--- src/rtl/count_seq_pkg.sv ---
// rtl/count_seq_pkg.sv - shared state type and reset bounds for the count sequencer
package count_seq_pkg;

    typedef enum logic [1:0] {
        IDLE  = 2'd0,
        RUN   = 2'd1,
        PAUSE = 2'd2
    } state_e;

    localparam int DEF_LO = 5;
    localparam int DEF_HI = 14;

endpackage

--- src/rtl/count_seq_tick_gen.sv ---
// rtl/count_seq_tick_gen.sv - clock-enable divider producing one strobe every TICKS enabled cycles
module tick_gen #(
    parameter int TICKS = 4
) (
    input  logic clk,
    input  logic reset,
    input  logic clr,
    input  logic en,
    output logic tick
);

    localparam int            DW   = (TICKS > 1) ? $clog2(TICKS) : 1;
    localparam logic [DW-1:0] LAST = DW'(TICKS - 1);

    logic [DW-1:0] r_div;
    logic          w_last;

    assign w_last = (r_div == LAST);

    // Divider advances only while enabled; clr dominates so an idle sequencer always restarts from zero.
    always_ff @(posedge clk) begin
        if (reset || clr) begin
            r_div <= '0;
        end else if (en) begin
            r_div <= w_last ? '0 : r_div + DW'(1);
        end
    end

    // Strobe is combinational so the owner can register the count update on the same edge the divider wraps.
    assign tick = en && !clr && w_last;

endmodule

--- src/rtl/count_seq_ctrl.sv ---
// rtl/count_seq_ctrl.sv - run/pause/stop sequencer for the bounded display up-counter
module count_seq_ctrl #(
    parameter int CLK_HZ  = 50_000_000,
    parameter int TICK_HZ = 1,
    parameter int W       = 4,
    parameter int DEF_LO  = count_seq_pkg::DEF_LO,
    parameter int DEF_HI  = count_seq_pkg::DEF_HI
) (
    input  logic         clk,
    input  logic         reset,
    input  logic         start,
    input  logic         stop,
    input  logic         pause,
    input  logic         cfg_valid,
    input  logic [W-1:0] cfg_lo,
    input  logic [W-1:0] cfg_hi,
    output logic         cfg_ready,
    output logic         cfg_err,
    output logic         tick,
    output logic [W-1:0] count,
    output logic         wrap,
    output logic [1:0]   state
);

    import count_seq_pkg::*;

    localparam int           TICKS  = CLK_HZ / TICK_HZ;
    localparam logic [W-1:0] LO_RST = W'(DEF_LO);
    localparam logic [W-1:0] HI_RST = W'(DEF_HI);

    state_e       r_state;
    state_e       w_state_nxt;
    logic [W-1:0] r_lo;
    logic [W-1:0] r_hi;
    logic [W-1:0] r_count;
    logic         r_tick;
    logic         r_wrap;
    logic         r_cfg_err;
    logic         r_cfg_ready;

    logic         w_fire;
    logic         w_cfg_acc;
    logic         w_cfg_ok;
    logic         w_going_idle;
    logic         w_going_run;
    logic         w_at_hi;

    // Next-state decode: stop beats start beats pause; start in RUN is a no-op that also masks pause.
    always_comb begin
        w_state_nxt = r_state;
        if (stop) begin
            w_state_nxt = IDLE;
        end else begin
            case (r_state)
                IDLE:    if (start) w_state_nxt = RUN;
                RUN:     if (!start && pause) w_state_nxt = PAUSE;
                PAUSE:   if (start || pause) w_state_nxt = RUN;
                default: w_state_nxt = IDLE;
            endcase
        end
    end

    assign w_going_idle = (w_state_nxt == IDLE);
    assign w_going_run  = (w_state_nxt == RUN);
    assign w_cfg_acc    = cfg_valid && r_cfg_ready;
    assign w_cfg_ok     = w_cfg_acc && (cfg_lo <= cfg_hi);
    assign w_at_hi      = (r_count == r_hi);

    // Divider runs in every cycle that ends in RUN, so the start cycle itself counts toward the first tick.
    tick_gen #(
        .TICKS (TICKS)
    ) u_tick_gen (
        .clk   (clk),
        .reset (reset),
        .clr   (w_going_idle),
        .en    (w_going_run),
        .tick  (w_fire)
    );

    // State register.
    always_ff @(posedge clk) begin
        if (reset) begin
            r_state <= IDLE;
        end else begin
            r_state <= w_state_nxt;
        end
    end

    // Bound registers: only a well-ordered request replaces them.
    always_ff @(posedge clk) begin
        if (reset) begin
            r_lo <= LO_RST;
            r_hi <= HI_RST;
        end else if (w_cfg_ok) begin
            r_lo <= cfg_lo;
            r_hi <= cfg_hi;
        end
    end

    // Count and registered status pulses; a fresh load or any IDLE cycle pins the count to the lower bound.
    always_ff @(posedge clk) begin
        if (reset) begin
            r_count     <= LO_RST;
            r_tick      <= 1'b0;
            r_wrap      <= 1'b0;
            r_cfg_err   <= 1'b0;
            r_cfg_ready <= 1'b1;
        end else begin
            r_tick      <= w_fire;
            r_wrap      <= w_fire && w_at_hi;
            r_cfg_err   <= w_cfg_acc && !w_cfg_ok;
            r_cfg_ready <= w_going_idle;
            if (w_cfg_ok) begin
                r_count <= cfg_lo;
            end else if (w_going_idle) begin
                r_count <= r_lo;
            end else if (w_fire) begin
                r_count <= w_at_hi ? r_lo : r_count + W'(1);
            end
        end
    end

    assign cfg_ready = r_cfg_ready;
    assign cfg_err   = r_cfg_err;
    assign tick      = r_tick;
    assign count     = r_count;
    assign wrap      = r_wrap;
    assign state     = r_state;

endmodule

--- config.mk ---
export PLATFORM = sky130hd
export DESIGN_NAME = count_seq_ctrl
export DESIGN_NICKNAME = d
export VERILOG_FILES = /design/src/rtl/count_seq_pkg.sv /design/src/rtl/count_seq_tick_gen.sv /design/src/rtl/count_seq_ctrl.sv
export SDC_FILE = /design/constraint.sdc
export NUM_CORES = 1
export LEC_CHECK = 0
export ABC_AREA = 1
export BUFFER_PORTS_ARGS = -buffer_cell sky130_fd_sc_hd__clkbuf_2
export CORE_AREA = 2 2 66 93
export CTS_BUF_LIST = sky130_fd_sc_hd__clkbuf_8
export DETAILED_ROUTE_END_ITERATION = 12
export DIE_AREA = 0 0 68 95
export MAX_ROUTING_LAYER = met4
export RECOVER_POWER = 25
export SLEW_MARGIN = 20
export SYNTH_ARGS = -nofsm -noshare
export SYNTH_HDL_FRONTEND = slang
export SYNTH_HIERARCHICAL = 1
export SYNTH_SLANG_ARGS = --single-unit
--- constraint.sdc ---
create_clock -name clk -period 2.4 [get_ports clk]
set_clock_uncertainty 0.2 [all_clocks]
set_input_delay 0.24 -clock clk [delete_from_list [all_inputs] [get_ports clk]]
set_output_delay 0.24 -clock clk [all_outputs]
set_load 0.1 [all_outputs]
==> insert_results.sql, run 1 <==
INSERT INTO impl_metrics (metric_group, metric, value, unit) VALUES
('outcome', 'run_status', 'finished clean', ''),
('clock_tree', 'cts_post_setup_buffers_inserted', '0', ''),
('clock_tree', 'cts_buffers', '5', ''),
('layout', 'area_growth', '11.2', '%'),
('yosys', 'synth_area_per_cell', '6.83', 'µm²'),
('global_route', 'grt_start_max_net_pins', '18', ''),
('critical_path', 'worst_ep_arrival_time', '2.13', 'ns'),
('pwr', 'design_power_total', '1.55', 'mW'),
('critical_path', 'endpoint_kind', 'flop', ''),
('hold_path', 'holdCritPathClass', 'in2reg', ''),
('yosys', 'postSynthCellCount', '364', ''),
('floorplan', 'placement_rows', '33', ''),
('sta', 'final_hold_viol_count', '0', ''),
('route', 'vias_per_cell', '4.92', ''),
('sta', 'fmaxAchievable', '468', 'MHz'),
('yosys', 'synth_top_cell_area_share', '35.4', '%'),
('route', 'drtIter0Drc', '90', ''),
('layout', 'commonest_cells_after_routing_fill_and_taps_aside', 'nand2_1, nor2_1, inv_1, dfxtp_1, nand3_1', ''),
('sta', 'finalWorstPathRequiredPeriod', '2.14', 'ns'),
('global_route', 'globalRouteOverflowTotal', '0', ''),
('pwr', 'power_frac_clock', '32.0', '%'),
('yosys', 'synth_top_family_by_area', 'simple AND/OR/NAND/NOR gates', ''),
('global_route', 'grt_first_pass_wirelength', '9270', 'µm'),
('yosys', 'synthDominantAreaCellType', 'dfxtp_1', ''),
('pwr', 'power.switching', '0.491', 'mW'),
('flow_run', 'maxCapViolCount', '0', ''),
('floorplan', 'core_region_area', '5700', 'µm²'),
('layout', 'antenna_cells', '0', ''),
('route', 'post_drt_wl_per_cell', '12.0', 'µm'),
('yosys', 'synth_seq_cells', '44', ''),
('sta', 'fin_setup_tns', '0', 'ns'),
('route', 'drc', '0', ''),
('yosys', 'synth_simple_gate_area_share', '41.0', '%'),
('sta', 'grt_setup_unrepaired', 'false', ''),
('pwr', 'irDropWorstVdd', '0.361', 'mV'),
('layout', 'fill_cells', '609', ''),
('route', 'drtAntennaViolNets', '0', ''),
('clock_tree', 'clock_insertion_delay_worst_skew', '0.30', 'ns'),
('placed_design', 'place_congestion', '0.876', ''),
('floorplan', 'floorplan.initialDensity', '43.7', '%'),
('clock_tree', 'cts.root.buffer_cell', 'clkbuf_8', ''),
('sta', 'fin_crit_sh', '89.1', '%'),
('route', 'finalWirelength', '5580', 'µm'),
('floorplan', 'floorplan.io_pins', '24', ''),
('yosys', 'synth-compound-area-share', '7.34', '%'),
('floorplan', 'die_height', '95', 'µm'),
('global_route', 'grt_antenna_before_repair', '0', ''),
('clock_tree', 'tritoncts', 'built', ''),
('pwr', 'p_int', '1.06', 'mW'),
('placed_design', 'dp_hpwl', '4340', 'µm'),
('layout', 'drive_gt1_share', '14.5', '%'),
('global_route', 'track_usage', '19.6', '%'),
('floorplan', 'die_area', '6460', 'µm²'),
('global_route', 'first_global_vias', '2147', ''),
('sta', 'worst-slew-pin-transition', '1.17', 'ns'),
('pwr', 'share_of_total_power_in_combinational_logic', '18.1', '%'),
('route', 'detail_route.first_pass.iterations', '4', ''),
('critical_path', 'critPathMaxFanout', '17', ''),
('yosys', 'summed_instance_area_of_the_synthesized_netlist', '2490', 'µm²'),
('clock_tree', 'number_of_levels_in_the_clock_h_tree', '2', ''),
('yosys', 'synth.lib_cells_used.distinct', '37', ''),
('layout', 'mostFrequentLayoutCell', 'nand2_1', ''),
('clock_tree', 'clkTransAtPathRegs', '0.08', 'ns'),
('sta', 'timing.final.setup_violations', '0', ''),
('pwr', 'switching_share', '31.6', '%'),
('clock_tree', 'clock_tree.buffer_depth', '2', ''),
('layout', 'final_net_count', '414', ''),
('yosys', 'part_of_the_yosys_area_used_for_sequential_elements', '35.4', '%'),
('yosys', 'syn-num-nets', '385', ''),
('route', 'vias', '2281', ''),
('floorplan', 'dieWidth', '68', 'µm');
==> metrics by stage <==
| stage | utilization, % | std cells | setup slack (ns) | cell area, µm² | hold WS [ns] |
|---|---|---|---|---|---|
| 4_1_cts | 49.0 | 464 | 0.332 | 2790 | 0.00207 |
| 6_report | 48.5 | 464 | 0.262 | 2770 | 0.0118 |
| 5_1_grt | 48.5 | 464 | 0.161 | 2770 | 0.0145 |
| 2_1_floorplan | - | 364 | 0.0654 | 2490 | 0.105 |
| 3_5_place_dp | 47.1 | 455 | 0.395 | 2680 | 0.259 |
| 3_3_place_gp | 47.1 | 455 | 0.475 | 2680 | 0.249 |
==> worst max-delay path: stages <==
cell	delay, ns
dlygate4sd3_1	0.53
clkbuf_2	0.11
ha_1	0.27
nand2_1	0.06
inv_2	0.07
nand2_1	0.06
nand2_1	0.12
nand2_2	0.09
nand2_4	0.17
nand3_2	0.15
o21ai_0	0.18
nor2_1	0.06
==> kinds of logic (layout without fill, tap and decap cells) <==
logic type,after synthesis,after routing
XOR/XNOR,10,10
AND/OR/NAND/NOR,217,217
buffers and inverters,55,85
adder cells (fa/ha/maj),7,7
AO/OA/AOI/OAI,30,30
flip-flops,44,44
multiplexers,1,1
==> metal layers <==
metal | GRT usage (%) | wire length [µm]
met1 | 19.0 | 2290
met2 | 37.7 | 2990
met3 | 2.86 | 166
met4 | 6.83 | 125
met5 | - | 0
==> area by class of cell <==
type	count	area (µm²)	share of cell area [%]
Multi-Input combinational cell	265	1370	49.6
Sequential cell	44	883	31.9
Inverter	50	188	6.79
Timing Repair Buffer	27	136	4.93
Tap cell	70	87.6	3.17
Clock buffer	6	82.6	2.99
Clock inverter	2	15.0	0.543
==> sequential cells by signal, indices dropped and copies added (netlist names) <==
| signal | count |
|---|---|
| u_tick_gen/r_div | 26 |
| count | 4 |
| r_hi | 4 |
| r_lo | 4 |
| state | 2 |
| cfg_err | 1 |
| cfg_ready | 1 |
| tick | 1 |
| wrap | 1 |
==> power by group through the flow <==
| stage | Combinational (mW) | Sequential (mW) | Clock (mW) |
|---|---|---|---|
| after floorplan | 0.152 | 0.867 | 0 |
| after global placement | 0.282 | 0.794 | 0 |
| after detailed placement | 0.285 | 0.793 | 0 |
| after CTS | 0.287 | 0.777 | 0.514 |
| after global routing | 0.308 | 0.780 | 0.533 |
| final | 0.281 | 0.777 | 0.497 |
==> Yosys cell counts <==
cell	n
and3_1	1
nand2_4	3
o21ai_0	5
dfxtp_1	44
clkbuf_1	1
ha_1	7
buf_1	1
clkinv_1	1
nand3_4	1
o22ai_1	1
inv_2	4
nand2_2	5
a21oi_2	2
and2_1	2
buf_6	1
nand3b_1	1
o21ai_1	2
xor2_1	7
nor2_2	9
a31oi_1	2
nor2_8	1
buf_4	1
nand2_1	81
o211ai_1	3
nand4_1	2
nor2_4	1
nand3_2	6
mux2i_1	1
a21oi_4	1
nor2_1	59
nand3_1	40
xnor2_1	3
inv_1	45
buf_2	1
nor3_1	5
o21a_1	1
a21oi_1	13
==> what timing repair did <==
action,CTS,global route
hold buffers,1,0
endpoints found under the hold margin,1,0
gates resized for setup,0,0
==> worst paths after layout <==
check | slack, ns | to | depth (start not counted) | start
max | 0.26 | count[3] | 12 | cfg_lo[2]
min reg2reg | 0.27 | r_lo[3] | 2 | r_lo[3]
min | 0.01 | r_lo[3] | 3 | cfg_lo[3]
max reg2reg | 0.46 | count[1] | 13 | state[1]
No activity file was read; power rests on OpenSTA's default activity.
==> inputs of run 2 (changes only) <==
--- a/config.mk
+++ b/config.mk
@@ -5,12 +5,11 @@
 export SDC_FILE = /design/constraint.sdc
 export NUM_CORES = 1
 export LEC_CHECK = 0
-export ABC_AREA = 1
 export BUFFER_PORTS_ARGS = -buffer_cell sky130_fd_sc_hd__clkbuf_2
-export CORE_AREA = 2 2 66 93
+export CORE_AREA = 2 2 63 89
 export CTS_BUF_LIST = sky130_fd_sc_hd__clkbuf_8
 export DETAILED_ROUTE_END_ITERATION = 12
-export DIE_AREA = 0 0 68 95
+export DIE_AREA = 0 0 65 91
 export MAX_ROUTING_LAYER = met4
 export RECOVER_POWER = 25
 export SLEW_MARGIN = 20
==> run 2 against run 1 <==
  * Die area fell by 8.4%
  * Utilization is 7.2 points higher
  * Cell area increased by 2.4%
  * Non-clock buffer count is 26 higher
  * Count of clock-buffer cells in the layout is the same
  * Worst setup slack got worse by 0.20 ns
  * Synthesized cell count shrank 31%
  * First-iteration DRC count increased by 5.6%
  * Fmax fell by 8.5%
  * Sequential cell count unchanged
  * Global-route usage shrank 1.7 points
  * Critical path depth shrank 6
==> insert_results.sql, run 2 <==
INSERT INTO impl_metrics (metric_group, metric, value, unit) VALUES
('outcome', 'run_status', 'finished clean', ''),
('layout', 'commonest_cells_after_routing_fill_and_taps_aside', 'dfxtp_1, nor2_1, clkbuf_2, buf_4', ''),
('layout', 'antenna_cells', '0', ''),
('critical_path', 'timing.rr.start', 'state[1]', ''),
('pwr', 'p_int', '1.08', 'mW'),
('sta', 'fin_ws', '0.0640', 'ns'),
('route', 'vias_per_cell', '5.49', ''),
('pwr', 'power.switching', '0.446', 'mW'),
('clock_tree', 'cts_buffers', '5', ''),
('flow_run', 'maxCapViolCount', '0', ''),
('yosys', 'synth_area_per_cell', '8.94', 'µm²'),
('pwr', 'irDropWorstVdd', '0.378', 'mV'),
('yosys', 'synth.area.top_cells', 'dfxtp_1, ha_1, nor2_1', ''),
('placed_design', 'dp_hpwl', '3460', 'µm'),
('layout', 'largest_register_ff_count', '26', ''),
('global_route', 'globalRouteOverflowTotal', '0', ''),
('route', 'drtAntennaViolNets', '0', ''),
('yosys', 'postSynthCellCount', '250', ''),
('global_route', 'first_global_vias', '1878', ''),
('pwr', 'switching_share', '29.2', '%'),
('critical_path', 'timing.critical_path.required', '2.43', 'ns'),
('route', 'vias', '2022', ''),
('clock_tree', 'tritoncts', 'built', ''),
('clock_tree', 'clock_tree.buffer_depth', '2', ''),
('clock_tree', 'clock_insertion_delay_worst_skew', '0.30', 'ns'),
('layout', 'drive_gt1_share', '25.8', '%'),
('critical_path', 'timing.critical_path.from_type', 'flop', ''),
('floorplan', 'floorplan.io_pins', '24', ''),
('floorplan', 'die_area', '5920', 'µm²'),
('placed_design', 'io_buffers', '23', ''),
('sta', 'slew_headroom', '63.4', '%'),
('sta', 'maxSlewViolCount', '0', ''),
('critical_path', 'criticalPathCategory', 'reg2reg', ''),
('route', 'post_drt_wl_per_cell', '13.9', 'µm'),
('placed_design', 'post_place_setup_slack', '-0.0110', 'ns'),
('route', 'drc', '0', ''),
('layout', 'largest_register', 'u_tick_gen/r_div', ''),
('placed_design', 'place_congestion', '0.780', ''),
('yosys', 'synth-edff-count', '0', ''),
('critical_path', 'critPathMaxFanout', '5', ''),
('sta', 'fmaxAchievable', '428', 'MHz'),
('sta', 'final_hold_viol_count', '0', ''),
('pwr', 'power_leakage', '1.03', 'nW'),
('route', 'finalWirelength', '5130', 'µm'),
('route', 'detail_route.first_pass.iterations', '4', ''),
('critical_path', 'worst_ep_arrival_time', '2.37', 'ns'),
('hold_path', 'holdCritPathClass', 'in2reg', ''),
('yosys', 'synth_most_common_cell', 'dfxtp_1', ''),
('clock_tree', 'cts.root.buffer_cell', 'clkbuf_8', ''),
('floorplan', 'dieWidth', '65', 'µm'),
('global_route', 'track_usage', '17.8', '%'),
('critical_path', 'endpoint_kind', 'flop', ''),
('yosys', 'syn-num-nets', '271', ''),
('floorplan', 'floorplan.initialDensity', '44.0', '%'),
('layout', 'mostFrequentLayoutCell', 'dfxtp_1', ''),
('pwr', 'power_frac_clock', '31.2', '%'),
('yosys', 'synth_commonest_cells', 'dfxtp_1, nor2_1, a21oi_1, inv_1, nand2_1', ''),
('yosys', 'synthDominantAreaCellType', 'dfxtp_1', ''),
('yosys', 'synth_ff_type', 'dfxtp_1', ''),
('floorplan', 'die_height', '91', 'µm'),
('clock_tree', 'cts.sink_count', '44', ''),
('pwr', 'pwr_density_cell', '541', 'nW/µm²'),
('sta', 'timing.final.setup_violations', '0', ''),
('sta', 'fin_crit_sh', '97.3', '%'),
('yosys', 'synth_top_cell_area_share', '39.4', '%'),
('layout', 'final_net_count', '322', ''),
('yosys', 'synth.lib_cells_used.distinct', '48', ''),
('yosys', 'yosysWarningCount', '6', ''),
('sta', 'finalWorstPathRequiredPeriod', '2.34', 'ns'),
('layout', 'area_growth', '26.7', '%'),
('floorplan', 'core_region_area', '5080', 'µm²'),
('hold_path', 'timing.hold.worst.start', 'cfg_lo[1]', ''),
('route', 'drtIter0Drc', '95', ''),
('global_route', 'grt_first_pass_wirelength', '8100', 'µm'),
('sta', 'worst-slew-pin-transition', '0.551', 'ns'),
('pwr', 'sequentialPowerShare', '50.5', '%'),
('layout', 'final_core_utilization', '55.7', '%'),
('clock_tree', 'clkTransAtPathRegs', '0.08', 'ns'),
('pwr', 'share_of_total_power_in_combinational_logic', '18.3', '%'),
('pwr', 'design_power_total', '1.53', 'mW'),
('critical_path', 'critPathLaunch', 'state[1]', ''),
('global_route', 'grt_start_max_net_pins', '26', ''),
('yosys', 'synth_seq_cells', '44', ''),
('yosys', 'fraction_of_registers_with_async_set_reset', '0', '%'),
('sta', 'hold_slack', '0.0554', 'ns'),
('sta', 'grt_setup_unrepaired', 'true', ''),
('global_route', 'grt_antenna_before_repair', '0', ''),
('yosys', 'part_of_the_yosys_area_used_for_sequential_elements', '39.4', '%'),
('floorplan', 'placement_rows', '31', ''),
('clock_tree', 'number_of_levels_in_the_clock_h_tree', '2', ''),
('yosys', 'summed_instance_area_of_the_synthesized_netlist', '2230', 'µm²');
-- run 2: changes by cell type in the layout (fill, tap and decap cells not counted), sizes merged, moves of 6 or more --
cell	before	now
nand2	89	13
nor2	70	24
nand3	47	9
inv	49	14
buf	3	21
or4	0	10
dlygate4sd3	1	9
o31ai	0	8
nand4	2	9
or3	0	7
nor2b	0	6
xnor2	3	9
-- run 2: timing repair --
| item | 4_1_cts | 5_1_grt |
|---|---|---|
| endpoints found under the setup margin | 0 | 17 |
| setup buffers | 0 | 3 |
| hold buffers | 9 | 0 |
| resized for setup | 0 | 11 |
| hold endpoints to repair | 10 | 0 |
-- run 2: layout make-up --
cell class	instances	area, µm²
fill	473	2250
multi-input combinational	183	1330
sequential	44	888
timing repair buffer	53	385
clock buffer	6	82.6
tap	66	82.6
inverter	14	52.6
clock inverter	2	10.0
-- run 2: power by group through the flow --
stage / Sequential [mW] / Clock [mW] / Combinational (mW)
final: 0.773 / 0.477 / 0.281
after floorplan: 0.856 / 0 / 0.124
after global routing: 0.776 / 0.531 / 0.301
after global placement: 0.789 / 0 / 0.253
after detailed placement: 0.790 / 0 / 0.255
after CTS: 0.772 / 0.501 / 0.267
-- run 2: final timing paths --
path | end | slack (ns) | cells after the start
worst max-delay path | u_tick_gen/r_div[24] | 0.06 | 6
worst min-delay path | count[1] | 0.06 | 3
worst max register to register | u_tick_gen/r_div[24] | 0.06 | 6
worst min register to register | u_tick_gen/r_div[25] | 0.28 | 2
-- run 2: metal layers --
metal  wire length, µm  up-vias  track usage [%]
met5                 0        -                -
met4               131        0             8.33
met3               135       12             4.34
met2              2770       33             31.2
met1              2100      955             18.4
li1                  -     1022                -
-- run 2: cell families after synthesis --
kind of cell	Yosys count	share of synthesized area (%)
buffers and inverters	24	4.76
adders and majority gates	7	3.92
muxes	5	2.24
AOI/OAI and AO/OA	53	17.1
xor gates and xnor gates	17	6.66
DFF	44	39.4
and+or+nand+nor	100	25.9
-- run 2: stage by stage --
step / instance area, µm² / setup TNS [ns] / cells
after global placement: 2560 / 0 / 346
after CTS: 2740 / 0 / 363
final: 2830 / 0 / 368
after detailed placement: 2560 / -0.0134 / 346
after global routing: 2830 / -0.177 / 368
after floorplan: 2280 / -1.96 / 250
-- run 2: critical path, cell delays in order, from the launching register on --
cell       delay, ns
dfxtp_4         0.36
a2111oi_4       0.33
buf_4           0.18
nand4_4         0.10
or4_4           0.50
or4_1           0.47
a21oi_1         0.14
==> inputs of run 3 (changes only) <==
--- a/config.mk
+++ b/config.mk
@@ -6,11 +6,13 @@
 export NUM_CORES = 1
 export LEC_CHECK = 0
 export BUFFER_PORTS_ARGS = -buffer_cell sky130_fd_sc_hd__clkbuf_2
-export CORE_AREA = 2 2 63 89
-export CTS_BUF_LIST = sky130_fd_sc_hd__clkbuf_8
+export CELL_PAD_IN_SITES_DETAIL_PLACEMENT = 0
+export CELL_PAD_IN_SITES_GLOBAL_PLACEMENT = 1
+export CORE_AREA = 2 2 64 90
 export DETAILED_ROUTE_END_ITERATION = 12
-export DIE_AREA = 0 0 65 91
+export DIE_AREA = 0 0 66 92
 export MAX_ROUTING_LAYER = met4
+export PLACE_DENSITY_LB_ADDON = 0.1
 export RECOVER_POWER = 25
 export SLEW_MARGIN = 20
 export SYNTH_ARGS = -nofsm -noshare
==> run 3 against run 2 <==
  * Sequential share of layout area is 0.097 points higher
  * Worst hold slack worse by 0.052 ns
  * Total power is 4.7% higher
  * Sequential power hardly changed
  * Cell area is 0.31% lower
  * Combinational power is 3% lower
  * Die area is 2.7% higher
  * Wire length is 1.3% higher
  * Sequential cell count stayed put
  * Non-clock buffer count is 3 lower
  * Largest power group unchanged
==> insert_results.sql, run 3 (synthesized netlist as in run 2, its figures left out) <==
INSERT INTO impl_metrics (metric_group, metric, value, unit) VALUES
('route', 'finalWirelength', '5200', 'µm'),
('route', 'vias', '1999', ''),
('floorplan', 'core_region_area', '5370', 'µm²'),
('sta', 'finalWorstPathRequiredPeriod', '2.38', 'ns'),
('critical_path', 'critPathMaxFanout', '5', ''),
('layout', 'fill_cells', '536', ''),
('sta', 'fin_ws', '0.0244', 'ns'),
('floorplan', 'floorplan.initialDensity', '41.7', '%'),
('sta', 'hold_slack', '0.00361', 'ns'),
('placed_design', 'place_congestion', '0.750', ''),
('floorplan', 'floorplan.io_pins', '24', ''),
('route', 'detail_route.first_pass.iterations', '4', ''),
('sta', 'fmaxAchievable', '421', 'MHz'),
('critical_path', 'slowest_stage_cell_crit_path', 'or4_4', ''),
('sta', 'timing.final.setup_violations', '0', ''),
('critical_path', 'cpPeakStageDelay', '0.51', 'ns'),
('hold_path', 'holdCritPathClass', 'in2reg', ''),
('layout', 'largest_register', 'u_tick_gen/r_div', ''),
('layout', 'commonest_cells_after_routing_fill_and_taps_aside', 'dfxtp_1, nor2_1, buf_4, clkbuf_2', ''),
('global_route', 'first_global_vias', '1937', ''),
('floorplan', 'dieWidth', '66', 'µm'),
('pwr', 'power_leakage', '1.01', 'nW'),
('global_route', 'grt_antenna_before_repair', '0', ''),
('critical_path', 'timing.critical_path.required', '2.43', 'ns'),
('pwr', 'irDropWorstVdd', '0.373', 'mV'),
('placed_design', 'dp_hpwl', '3560', 'µm'),
('sta', 'grt_setup_unrepaired', 'true', ''),
('layout', 'area_growth', '26.3', '%'),
('route', 'drtIter0Drc', '64', ''),
('sta', 'final_hold_viol_count', '0', ''),
('layout', 'mostFrequentLayoutCell', 'dfxtp_1', ''),
('floorplan', 'die_area', '6070', 'µm²'),
('global_route', 'globalRouteOverflowTotal', '0', ''),
('clock_tree', 'clock_insertion_delay_worst_skew', '0.29', 'ns'),
('layout', 'largest_register_ff_count', '26', ''),
('placed_design', 'io_buffers', '23', ''),
('critical_path', 'timing.critical_path.from_type', 'flop', ''),
('floorplan', 'placement_rows', '32', ''),
('clock_tree', 'clkTransAtPathRegs', '0.08', 'ns'),
('flow_run', 'maxCapViolCount', '0', ''),
('sta', 'fin_crit_sh', '99.0', '%'),
('clock_tree', 'cts_buffers', '5', ''),
('pwr', 'pwr_density_cell', '568', 'nW/µm²'),
('sta', 'slew_headroom', '22.6', '%'),
('global_route', 'grt_start_max_net_pins', '22', ''),
('global_route', 'track_usage', '18.1', '%'),
('pwr', 'design_power_total', '1.60', 'mW'),
('outcome', 'run_status', 'finished clean', ''),
('global_route', 'grt_first_pass_wirelength', '8480', 'µm'),
('placed_design', 'post_place_setup_slack', '-0.0559', 'ns'),
('floorplan', 'die_height', '92', 'µm'),
('critical_path', 'worst_ep_arrival_time', '2.40', 'ns'),
('critical_path', 'worst_path_most_repeated_cell', 'or4_4', ''),
('sta', 'maxSlewViolCount', '0', ''),
('route', 'vias_per_cell', '5.45', ''),
('route', 'drc', '0', ''),
('clock_tree', 'number_of_levels_in_the_clock_h_tree', '2', ''),
('layout', 'drive_gt1_share', '25.4', '%'),
('layout', 'final_core_utilization', '52.6', '%'),
('layout', 'antenna_cells', '0', ''),
('clock_tree', 'clock_tree.buffer_depth', '2', ''),
('clock_tree', 'tritoncts', 'built', ''),
('layout', 'final_net_count', '319', ''),
('route', 'drtAntennaViolNets', '0', ''),
('clock_tree', 'cts.sink_count', '44', ''),
('route', 'post_drt_wl_per_cell', '14.2', 'µm'),
('sta', 'worst-slew-pin-transition', '1.17', 'ns'),
('clock_tree', 'cts.root.buffer_cell', 'clkbuf_8', ''),
('critical_path', 'criticalPathCategory', 'reg2reg', ''),
('critical_path', 'worstPathCellList', 'a2111oi_4, buf_4, nand4_4, or4_4, or4_4, a21oi_2', ''),
('critical_path', 'endpoint_kind', 'flop', '');
==> run 3: repair_timing <==
| action | in CTS | in global routing |
|---|---|---|
| pin swaps | 0 | 7 |
| endpoints found under the hold margin | 6 | 0 |
| buffers inserted | 1 | 4 |
| hold buffers | 6 | 0 |
| gates resized for setup | 3 | 13 |
| gates cloned | 0 | 1 |
| endpoints found under the setup margin | 3 | 10 |
==> run 3: layer usage <==
metal | vias to the layer above | global-route usage [%] | wire length (µm)
li1 | 1010 | - | -
met1 | 956 | 18.9 | 2180
met3 | 8 | 3.31 | 122
met2 | 25 | 33.2 | 2800
met5 | - | - | 0
met4 | 0 | 6.46 | 95
==> run 3: cell type report <==
class,instances,area [µm²],share of cell area [%]
multi-input combinational,183,1350,47.7
timing repair buffer,50,343,12.2
tap,68,85.1,3.02
clock buffer,6,72.6,2.57
sequential,44,888,31.5
clock inverter,2,35.0,1.24
inverter,14,52.6,1.86
==> run 3: worst paths after layout <==
kind                                to  cells after the start                 start  slack (ns)
setup / recovery  u_tick_gen/r_div[24]                      6              state[1]        0.02
hold / removal                count[0]                      3             cfg_lo[0]       0.004
setup reg to reg  u_tick_gen/r_div[24]                      6              state[1]        0.02
hold reg to reg   u_tick_gen/r_div[15]                      2  u_tick_gen/r_div[15]        0.29
==> run 3: critical path, delay by kind of cell, from the launching register on <==
kind | cells | cell delay (ns)
compound gates | 2 | 0.46
buf+inv | 1 | 0.18
flops | 1 | 0.37
simple gates | 3 | 1.10
==> run 3: power by group <==
group	total, mW	switching (mW)	leakage (nW)	internal, mW
combinational	0.273	0.176	0.597	0.0973
sequential	0.773	0.0223	0.359	0.751
clock	0.558	0.249	0.0552	0.309
==> run 3: metrics by stage <==
step | cell area, µm² | setup TNS, ns | cells
after floorplan | 2280 | -1.96 | 250
after global placement | 2540 | -0.0251 | 347
after CTS | 2730 | 0 | 362
after global routing | 2820 | -0.444 | 367
final | 2820 | 0 | 367
after detailed placement | 2540 | -0.134 | 347
